File: src/rtl/pc_ctrl_pkg.sv
// pc_ctrl_pkg: shared definitions for the fetch-stage next-PC controller.
//   - Address constants: reset PC, exception vector, instruction memory window.
//   - Controller state encoding (RUN / ENTRY / HANDLER).
//   - Next-PC source select encoding used by the npc mux.
//   - Helper function for the fetch address alignment test.
package pc_ctrl_pkg;

  localparam logic [31:0] RESET_PC   = 32'h0000_3000;
  localparam logic [31:0] EXC_VECTOR = 32'h0000_4180;
  localparam logic [31:0] IM_BASE    = 32'h0000_3000;
  localparam logic [31:0] IM_LIMIT   = 32'h0000_4ffc;

  typedef enum logic [1:0] {
    ST_RUN     = 2'd0,
    ST_ENTRY   = 2'd1,
    ST_HANDLER = 2'd2
  } state_e;

  typedef enum logic [2:0] {
    SRC_VEC  = 3'd0,
    SRC_EPC  = 3'd1,
    SRC_HOLD = 3'd2,
    SRC_BR   = 3'd3,
    SRC_J    = 3'd4,
    SRC_SEQ  = 3'd5
  } npc_src_e;

  // Word fetches must be 4-byte aligned.
  function automatic logic addr_misaligned(input logic [31:0] addr);
    return (addr[1:0] != 2'b00);
  endfunction

endpackage

File: src/rtl/pc_ctrl_npc_mux.sv
// pc_ctrl_npc_mux: combinational priority select of the next fetch PC.
// Ports:
//   take      in  1   exception/interrupt entry (highest priority)
//   eret_ok   in  1   ERET accepted (only meaningful in handler)
//   stall     in  1   hold current PC
//   br_taken  in  1   branch taken, beats j_en when both are set
//   j_en      in  1   jump
//   pc        in  32  current PC
//   pc_add4   in  32  sequential PC
//   epc       in  32  saved exception PC
//   br_target in  32  branch target
//   j_target  in  32  jump target
//   npc       out 32  selected next PC
module pc_ctrl_npc_mux
  import pc_ctrl_pkg::*;
(
  input  logic        take,
  input  logic        eret_ok,
  input  logic        stall,
  input  logic        br_taken,
  input  logic        j_en,
  input  logic [31:0] pc,
  input  logic [31:0] pc_add4,
  input  logic [31:0] epc,
  input  logic [31:0] br_target,
  input  logic [31:0] j_target,
  output logic [31:0] npc
);

  npc_src_e src_s;

  // Priority encode the redirect enables into a single source select.
  always_comb begin
    src_s = SRC_SEQ;
    if (take) begin
      src_s = SRC_VEC;
    end else if (eret_ok) begin
      src_s = SRC_EPC;
    end else if (stall) begin
      src_s = SRC_HOLD;
    end else if (br_taken) begin
      src_s = SRC_BR;
    end else if (j_en) begin
      src_s = SRC_J;
    end else begin
      src_s = SRC_SEQ;
    end
  end

  // Route the selected source onto the next-PC bus.
  always_comb begin
    npc = pc_add4;
    case (src_s)
      SRC_VEC:  npc = EXC_VECTOR;
      SRC_EPC:  npc = epc;
      SRC_HOLD: npc = pc;
      SRC_BR:   npc = br_target;
      SRC_J:    npc = j_target;
      SRC_SEQ:  npc = pc_add4;
      default:  npc = pc_add4;
    endcase
  end

endmodule

File: src/rtl/pc_ctrl.sv
// pc_ctrl: next-PC controller for the fetch stage. Owns the PC and EPC
// registers and a RUN/ENTRY/HANDLER FSM that sequences exception entry,
// handler execution and ERET return.
// Optional feature: define PC_RANGE_CHECK_EN to also flag fetch addresses
// outside [IM_BASE, IM_LIMIT] on pc_exp.
// Ports:
//   clk       in  1   system clock, rising edge
//   reset     in  1   asynchronous active-low reset
//   stall     in  1   hold PC
//   br_taken  in  1   branch taken, br_target in 32
//   j_en      in  1   jump, j_target in 32
//   exc_req   in  1   synchronous exception
//   int_req   in  1   level interrupt request (masked while exl)
//   exc_pc    in  32  victim PC captured into epc on entry from RUN
//   eret      in  1   return from handler
//   pc        out 32  current fetch PC (registered)
//   pc_add4   out 32  pc + 4, wrap-around
//   pc_exp    out 1   fetch address exception for current pc
//   epc       out 32  saved exception PC
//   exl       out 1   handler active
//   flush     out 1   squash F/D/E, high for the single ENTRY cycle
module pc_ctrl
  import pc_ctrl_pkg::*;
(
  input  logic        clk,
  input  logic        reset,
  input  logic        stall,
  input  logic        br_taken,
  input  logic [31:0] br_target,
  input  logic        j_en,
  input  logic [31:0] j_target,
  input  logic        exc_req,
  input  logic        int_req,
  input  logic [31:0] exc_pc,
  input  logic        eret,
  output logic [31:0] pc,
  output logic [31:0] pc_add4,
  output logic        pc_exp,
  output logic [31:0] epc,
  output logic        exl,
  output logic        flush
);

  state_e      state_r;
  state_e      state_nxt_s;
  logic [31:0] pc_r;
  logic [31:0] epc_r;
  logic [31:0] npc_s;
  logic        take_s;
  logic        eret_ok_s;
  logic        capture_s;
  logic        exl_s;
  logic        flush_s;
  logic        pc_exp_s;

  // Interrupts are masked only while the handler runs; exceptions never are.
  assign take_s    = exc_req | (int_req & ~exl_s);
  assign eret_ok_s = eret & (state_r == ST_HANDLER);
  // EPC is written only on the first entry; nested entries keep the original.
  assign capture_s = take_s & (state_r == ST_RUN);

  pc_ctrl_npc_mux u_npc_mux (
    .take      (take_s),
    .eret_ok   (eret_ok_s),
    .stall     (stall),
    .br_taken  (br_taken),
    .j_en      (j_en),
    .pc        (pc_r),
    .pc_add4   (pc_add4),
    .epc       (epc_r),
    .br_target (br_target),
    .j_target  (j_target),
    .npc       (npc_s)
  );

  // State, PC and EPC registers.
  always_ff @(posedge clk or negedge reset) begin
    if (!reset) begin
      state_r <= ST_RUN;
      pc_r    <= RESET_PC;
      epc_r   <= 32'h0000_0000;
    end else begin
      state_r <= state_nxt_s;
      pc_r    <= npc_s;
      if (capture_s) begin
        epc_r <= exc_pc;
      end
    end
  end

  // Next-state logic for the exception sequencing FSM.
  always_comb begin
    state_nxt_s = state_r;
    case (state_r)
      ST_RUN: begin
        if (take_s) begin
          state_nxt_s = ST_ENTRY;
        end else begin
          state_nxt_s = ST_RUN;
        end
      end
      ST_ENTRY: begin
        if (exc_req) begin
          state_nxt_s = ST_ENTRY;
        end else begin
          state_nxt_s = ST_HANDLER;
        end
      end
      ST_HANDLER: begin
        if (exc_req) begin
          state_nxt_s = ST_ENTRY;
        end else if (eret) begin
          state_nxt_s = ST_RUN;
        end else begin
          state_nxt_s = ST_HANDLER;
        end
      end
      default: state_nxt_s = ST_RUN;
    endcase
  end

  // Output decode straight from the state register (no input paths).
  always_comb begin
    exl_s   = 1'b0;
    flush_s = 1'b0;
    case (state_r)
      ST_RUN: begin
        exl_s   = 1'b0;
        flush_s = 1'b0;
      end
      ST_ENTRY: begin
        exl_s   = 1'b0;
        flush_s = 1'b1;
      end
      ST_HANDLER: begin
        exl_s   = 1'b1;
        flush_s = 1'b0;
      end
      default: begin
        exl_s   = 1'b0;
        flush_s = 1'b0;
      end
    endcase
  end

  // Fetch address exception flag, derived only from the PC register.
  always_comb begin
    pc_exp_s = addr_misaligned(pc_r);
`ifdef PC_RANGE_CHECK_EN
    if ((pc_r < IM_BASE) || (pc_r > IM_LIMIT)) begin
      pc_exp_s = 1'b1;
    end else begin
      pc_exp_s = addr_misaligned(pc_r);
    end
`endif
  end

  assign pc      = pc_r;
  assign pc_add4 = pc_r + 32'd4;
  assign pc_exp  = pc_exp_s;
  assign epc     = epc_r;
  assign exl     = exl_s;
  assign flush   = flush_s;

endmodule

File: config.mk
export PLATFORM = sky130hd
export DESIGN_NAME = pc_ctrl
export DESIGN_NICKNAME = d
export VERILOG_FILES = /design/src/rtl/pc_ctrl_pkg.sv /design/src/rtl/pc_ctrl_npc_mux.sv /design/src/rtl/pc_ctrl.sv
export SDC_FILE = /design/constraint.sdc
export NUM_CORES = 1
export LEC_CHECK = 0
export CORE_ASPECT_RATIO = 0.75
export CORE_MARGIN = 2
export CORE_UTILIZATION = 37
export DETAILED_ROUTE_END_ITERATION = 8
export PLACE_DENSITY = 0.78
export SKIP_LAST_GASP = 1
export SLEW_MARGIN = 0
export SYNTH_ARGS = -nofsm -noshare
export SYNTH_HDL_FRONTEND = slang
export SYNTH_SLANG_ARGS = --single-unit
File: constraint.sdc
create_clock -name clk -period 2.6 [get_ports clk]
set_clock_uncertainty 0.2 [all_clocks]
set_input_delay 0.78 -clock clk [delete_from_list [all_inputs] [get_ports clk]]
set_output_delay 0.78 -clock clk [all_outputs]
set_load 0.005 [all_outputs]
After elaboration in Yosys (flattened, before gate mapping)
Index checks and enable logic that the tools add are counted.
Widths: inputs -> output; s select.
{ "classes": {"n_addsub": 1, "eq_ne": 6, "mux": 13, "n_bitwise": 5, "reduce_logical": 3} }
{ "op_table": {"columns": ["op", "count"], "rows": [
  ["$pmux 32 s5", 1],
  ["$add 32x3->32 const B", 1],
  ["$mux 3", 4],
  ["$eq 3x2->1 const B", 2],
  ["$mux 2", 3],
  ["$pmux 2 s3", 1],
  ["$mux 1", 4],
  ["$and 1x1->1", 3],
  ["$eq 3x1->1 const B", 1],
  ["$eq 3x3->1 const B", 1],
  ["$logic_not 3->1", 1],
  ["$eq 2x1->1 const B", 1],
  ["$eq 2x2->1 const B", 1],
  ["$logic_not 2->1", 1],
  ["$reduce_bool 2->1", 1],
  ["$not 1->1", 1],
  ["$or 1x1->1", 1]
]} }
{ "totals": {"reg_bits": 66, "inputBits": 104, "out_inout_bits": 99, "wordCells": 31} }

Longest topological paths before layout
{ "depth": {"word_depth": 8, "depth_mapped": 8} }

By module
A second synthesis with hierarchy kept.
{ "unflattened": {"cells_unflattened": 393, "hier_area_um2": 4103.9} }
{ "modules_own_cells": {"columns": ["module", "n_inst", "cells_per_inst", "area_per_inst_um2"], "rows": [
  ["pc_ctrl", 1, 195, 2711.4],
  ["pc_ctrl_npc_mux", 1, 198, 1392.6]
]} }

Least setup slack after synthesis
OpenSTA, ideal clock, no wires.
{ "synth_path": {"path_kind": "reg-to-output", "from": "register pc_r[2] (netlist: pc[2])", "to": "output pc_add4[28]", "t_arrival_ps": 1877, "required_time_ps": 1620, "slack_ps": -257, "stages_incl_launch_ff": 6, "n_path_buf": 0, "path_cell_list": "dfrtp_1 ha_1 nand3_1 nor3_1 a41oi_1 or2_2"} }
{ "synth_via": {"elab_chain_cells": 1} }
{ "synth_rtl": {"columns": ["item", "line", "rtl"], "rows": [
  ["from (decl)", "pc_ctrl.sv:46", "logic [31:0] pc_r;"],
  ["from (signal assigned)", "pc_ctrl.sv:84", "pc_r <= npc_s;"],
  ["$add 32x3->32", "pc_ctrl.sv:159", "assign pc_add4 = pc_r + 32'd4;"],
  ["to (decl)", "pc_ctrl.sv:37", "output logic [31:0] pc_add4,"]
]} }
Every way passes these cells.

Final worst setup path
{ "layout_path": {"from": "register pc_r[12] (netlist: pc[12])", "to": "output pc_add4[20]"} }
The elaborated chain is that of the path after synthesis.

==> results by group <==
Critical path
  • Reg2reg path depth: 9
  • R2R Path Start: pc[2]
  • CP peak stage delay: 580 ps
  • CP arrival: 2140 ps
  • CP Launch Type: register
  • RR Endpoint: pc[28]
  • R2R setup slack: 230 ps
  • Worst EP required: 1620 ps
  • Critical path's top delay family: simple AND/OR/NAND/NOR gates
  • Buf/Inv on CP: 1
  • WS Path Type: register to primary output
  • CP max FO: 5
  • Critical path's slowest cell: or4_4
  • Worst Setup End Kind: primary output
  • Crit path cell chain: nand4_4 > or4_4 > or3_4 > nand2_2 > buf_6

Flow run
  • Max-cap viol count: 0

STA
  • RSZ-0062 raised after global routing: true
  • Fin. Hold Viols: 0
  • Final Max Tran Viols: 0
  • Max Freq: 321 MHz
  • Worst slew pin tran: 453 ps
  • Crit share post-route: 120%
  • Final setup margin: -516 ps
  • Hold_ws: 190 ps
  • Period minus WS final: 3120 ps
  • Final setup violation count: 22
  • Worst slew margin: 69.8%

Pwr
  • Worst VDD drop: 0.488 mV
  • Pleak: 3.60 nW
  • PwrDens: 542 nW/um2
  • Power, Total: 4.26 mW

Yosys
  • Post-synth ARST share: 100%
  • Register area share after synthesis: 41.6%
  • Synth Register Bits: 66
  • Yosys cell types: 62
  • Area leader, netlist: dfrtp_1
  • Synthesized instance count: 402
  • Synth top area share: 40.3%
  • Syn Area/Cell: 9.90 um2
  • Post-synth net total: 507
  • Synth top area cells: dfrtp_1 (40%), mux2_2 (9.1%), a222oi_1 (3.8%), nand2_1 (3.8%), xnor2_1 (3.7%)
  • Ys Warns: 0
  • Commonest register cell after synthesis: dfrtp_1
  • Number of flops mapped to enable cells by yosys: 0
  • Post-Syn Area: 3980 um2

Die
  • Full die area: 11600 um2
  • Die height: 93.8 um
  • Core area: 10400 um2
  • Row cnt: 32
  • Starting Density: 38.4%
  • I/O pin total: 203
  • Die Wd: 124 um

Placed design
  • Port bufs: 202
  • GP Congestion: 0.923
  • Placed cell area: 6950 um2
  • Detailed placement HPWL: 12.8 mm
  • DP Worst Slack: -498 ps

GRT
  • Largest net degree at the start of global routing: 37
  • Initial antenna violation count: 0
  • Grt ovf: 0
  • Grt met1 use: 37.0%
  • First-pass GRT wire length: 27.1 mm
  • GRT met3 Usage: 9.22%
  • Busiest layer in global routing: met2
  • Total GRT Usage: 31.2%
  • GR met2 Demand/Resource: 52.3%
  • Number of global-route vias before repair: 5118

Finish
  • Area delta synth->final: 97.6%
  • Share of layout cells above drive strength 1: 39.0%
  • Filler Cell Count: 690
  • Antenna diode count: 0
  • Multi-input gate area: 2540 um2
  • Design Area, Final: 7860 um2
  • Most frequent cells in the layout: clkdlybuf4s50_1 (172), buf_4 (129), dfrtp_1 (61)
  • Most common cell after layout, fill and taps aside: clkdlybuf4s50_1
  • Nets@finish: 846
  • Register Area: 1660 um2

Clock network
  • CTS tree: yes
  • Reg clk slew, reported paths: 60 ps
  • CTS Buf Count: 9
  • Root Driver: clkbuf_16
  • Worst-Skew Late Latency: 330 ps
  • Sink Count: 66
  • H-Tree Depth: 3
  • Max Buffers Root-to-Sink: 2

Status
  • Failing checks: negative setup slack
  • Status: finished with violations

Routing
  • First drt pass iteration count: 8
  • Antenna Nets Post-Route: 0
  • Via count: 5056
  • Average routed wire per standard cell: 20.8 um
  • Vias/cell: 5.73
  • 1st-iter DRT viols: 387
  • DRC errors left: 0
  • WL final: 18.4 mm

Worst hold path
  • Worst hold path type: primary input to asynchronous set/reset pin
flip-flops by register name (all words and copies together) (netlist names):
signal / flops
pc: 32
epc: 32
state_r: 2
Yosys cell counts, drive strengths merged (5+ instances only):
| cell type | n |
|---|---|
| nor3 | 6 |
| o211ai | 7 |
| nand3 | 20 |
| nand4 | 7 |
| inv | 12 |
| a21oi | 15 |
| xor2 | 8 |
| dfrtp | 64 |
| o21ai | 23 |
| nand2b | 5 |
| a222oi | 15 |
| mux2 | 32 |
| xnor2 | 17 |
| nand2 | 40 |
| o22ai | 5 |
| buf | 13 |
| clkbuf | 13 |
| a221o | 8 |
| nor2 | 22 |
stage by stage:
step           utilization, %  TNS, ps  cells
6_report                 75.8    -7510    882
3_3_place_gp             67.0   -15030    824
2_1_floorplan               -    -62.2    402
4_1_cts                  73.0    -6970    860
3_5_place_dp             67.0   -17250    824
5_1_grt                  75.8    -9420    882
power breakdown:
part	internal, mW	switching (mW)
Combinational	1.04	0.574
Clock	0.645	0.482
Sequential	1.29	0.231
how the worst max path moves through the flow:
stage | from | endpoint | slack [ps] | cells after the start
global route | pc[2] | pc_add4[23] | -580 | 9
CTS | pc[13] | pc_add4[20] | -470 | 5
global placement | pc[3] | pc_add4[20] | -490 | 6
detailed placement | pc[2] | pc_add4[25] | -500 | 7
finish | pc[12] | pc_add4[20] | -520 | 5
floorplan | pc[2] | pc_add4[20] | -60 | 5
timing repair:
action / in CTS / in global routing
resized for setup: 144 / 47
hold buffers: 0 / 0
setup buffers: 20 / 24
pin swaps: 27 / 25
setup endpoints to repair: 29 / 40
hold endpoints to repair: 0 / 0
final cells by class:
cell class                      instances  area share [%]
Tap cell                              136            2.16
Clock buffer                           10            2.91
Multi-Input combinational cell        298            32.3
Timing Repair Buffer                  354            40.3
Sequential cell                        66            21.1
Clock inverter                          6           0.557
Inverter                               12           0.605
routing by layer:
layer  share of wire [%]  up-vias
met2                  47      332
met5                   0        -
li1                    -     2211
met3                  11       73
met4                 4.4        0
met1                  37     2440
cells by family (layout without fill, tap and decap cells):
| logic type | after synthesis | count (layout) | share of synthesized area (%) |
|---|---|---|---|
| XOR/XNOR | 25 | 25 | 5.50 |
| flip-flops | 66 | 66 | 41.6 |
| AO/OA/AOI/OAI | 113 | 113 | 22.2 |
| buffers and inverters | 38 | 382 | 4.15 |
| adder cells (fa/ha/maj) | 1 | 1 | 0.314 |
| AND/OR/NAND/NOR | 124 | 124 | 16.5 |
| multiplexers | 35 | 35 | 9.81 |
Note: power is estimated with default switching activity, not from simulation.
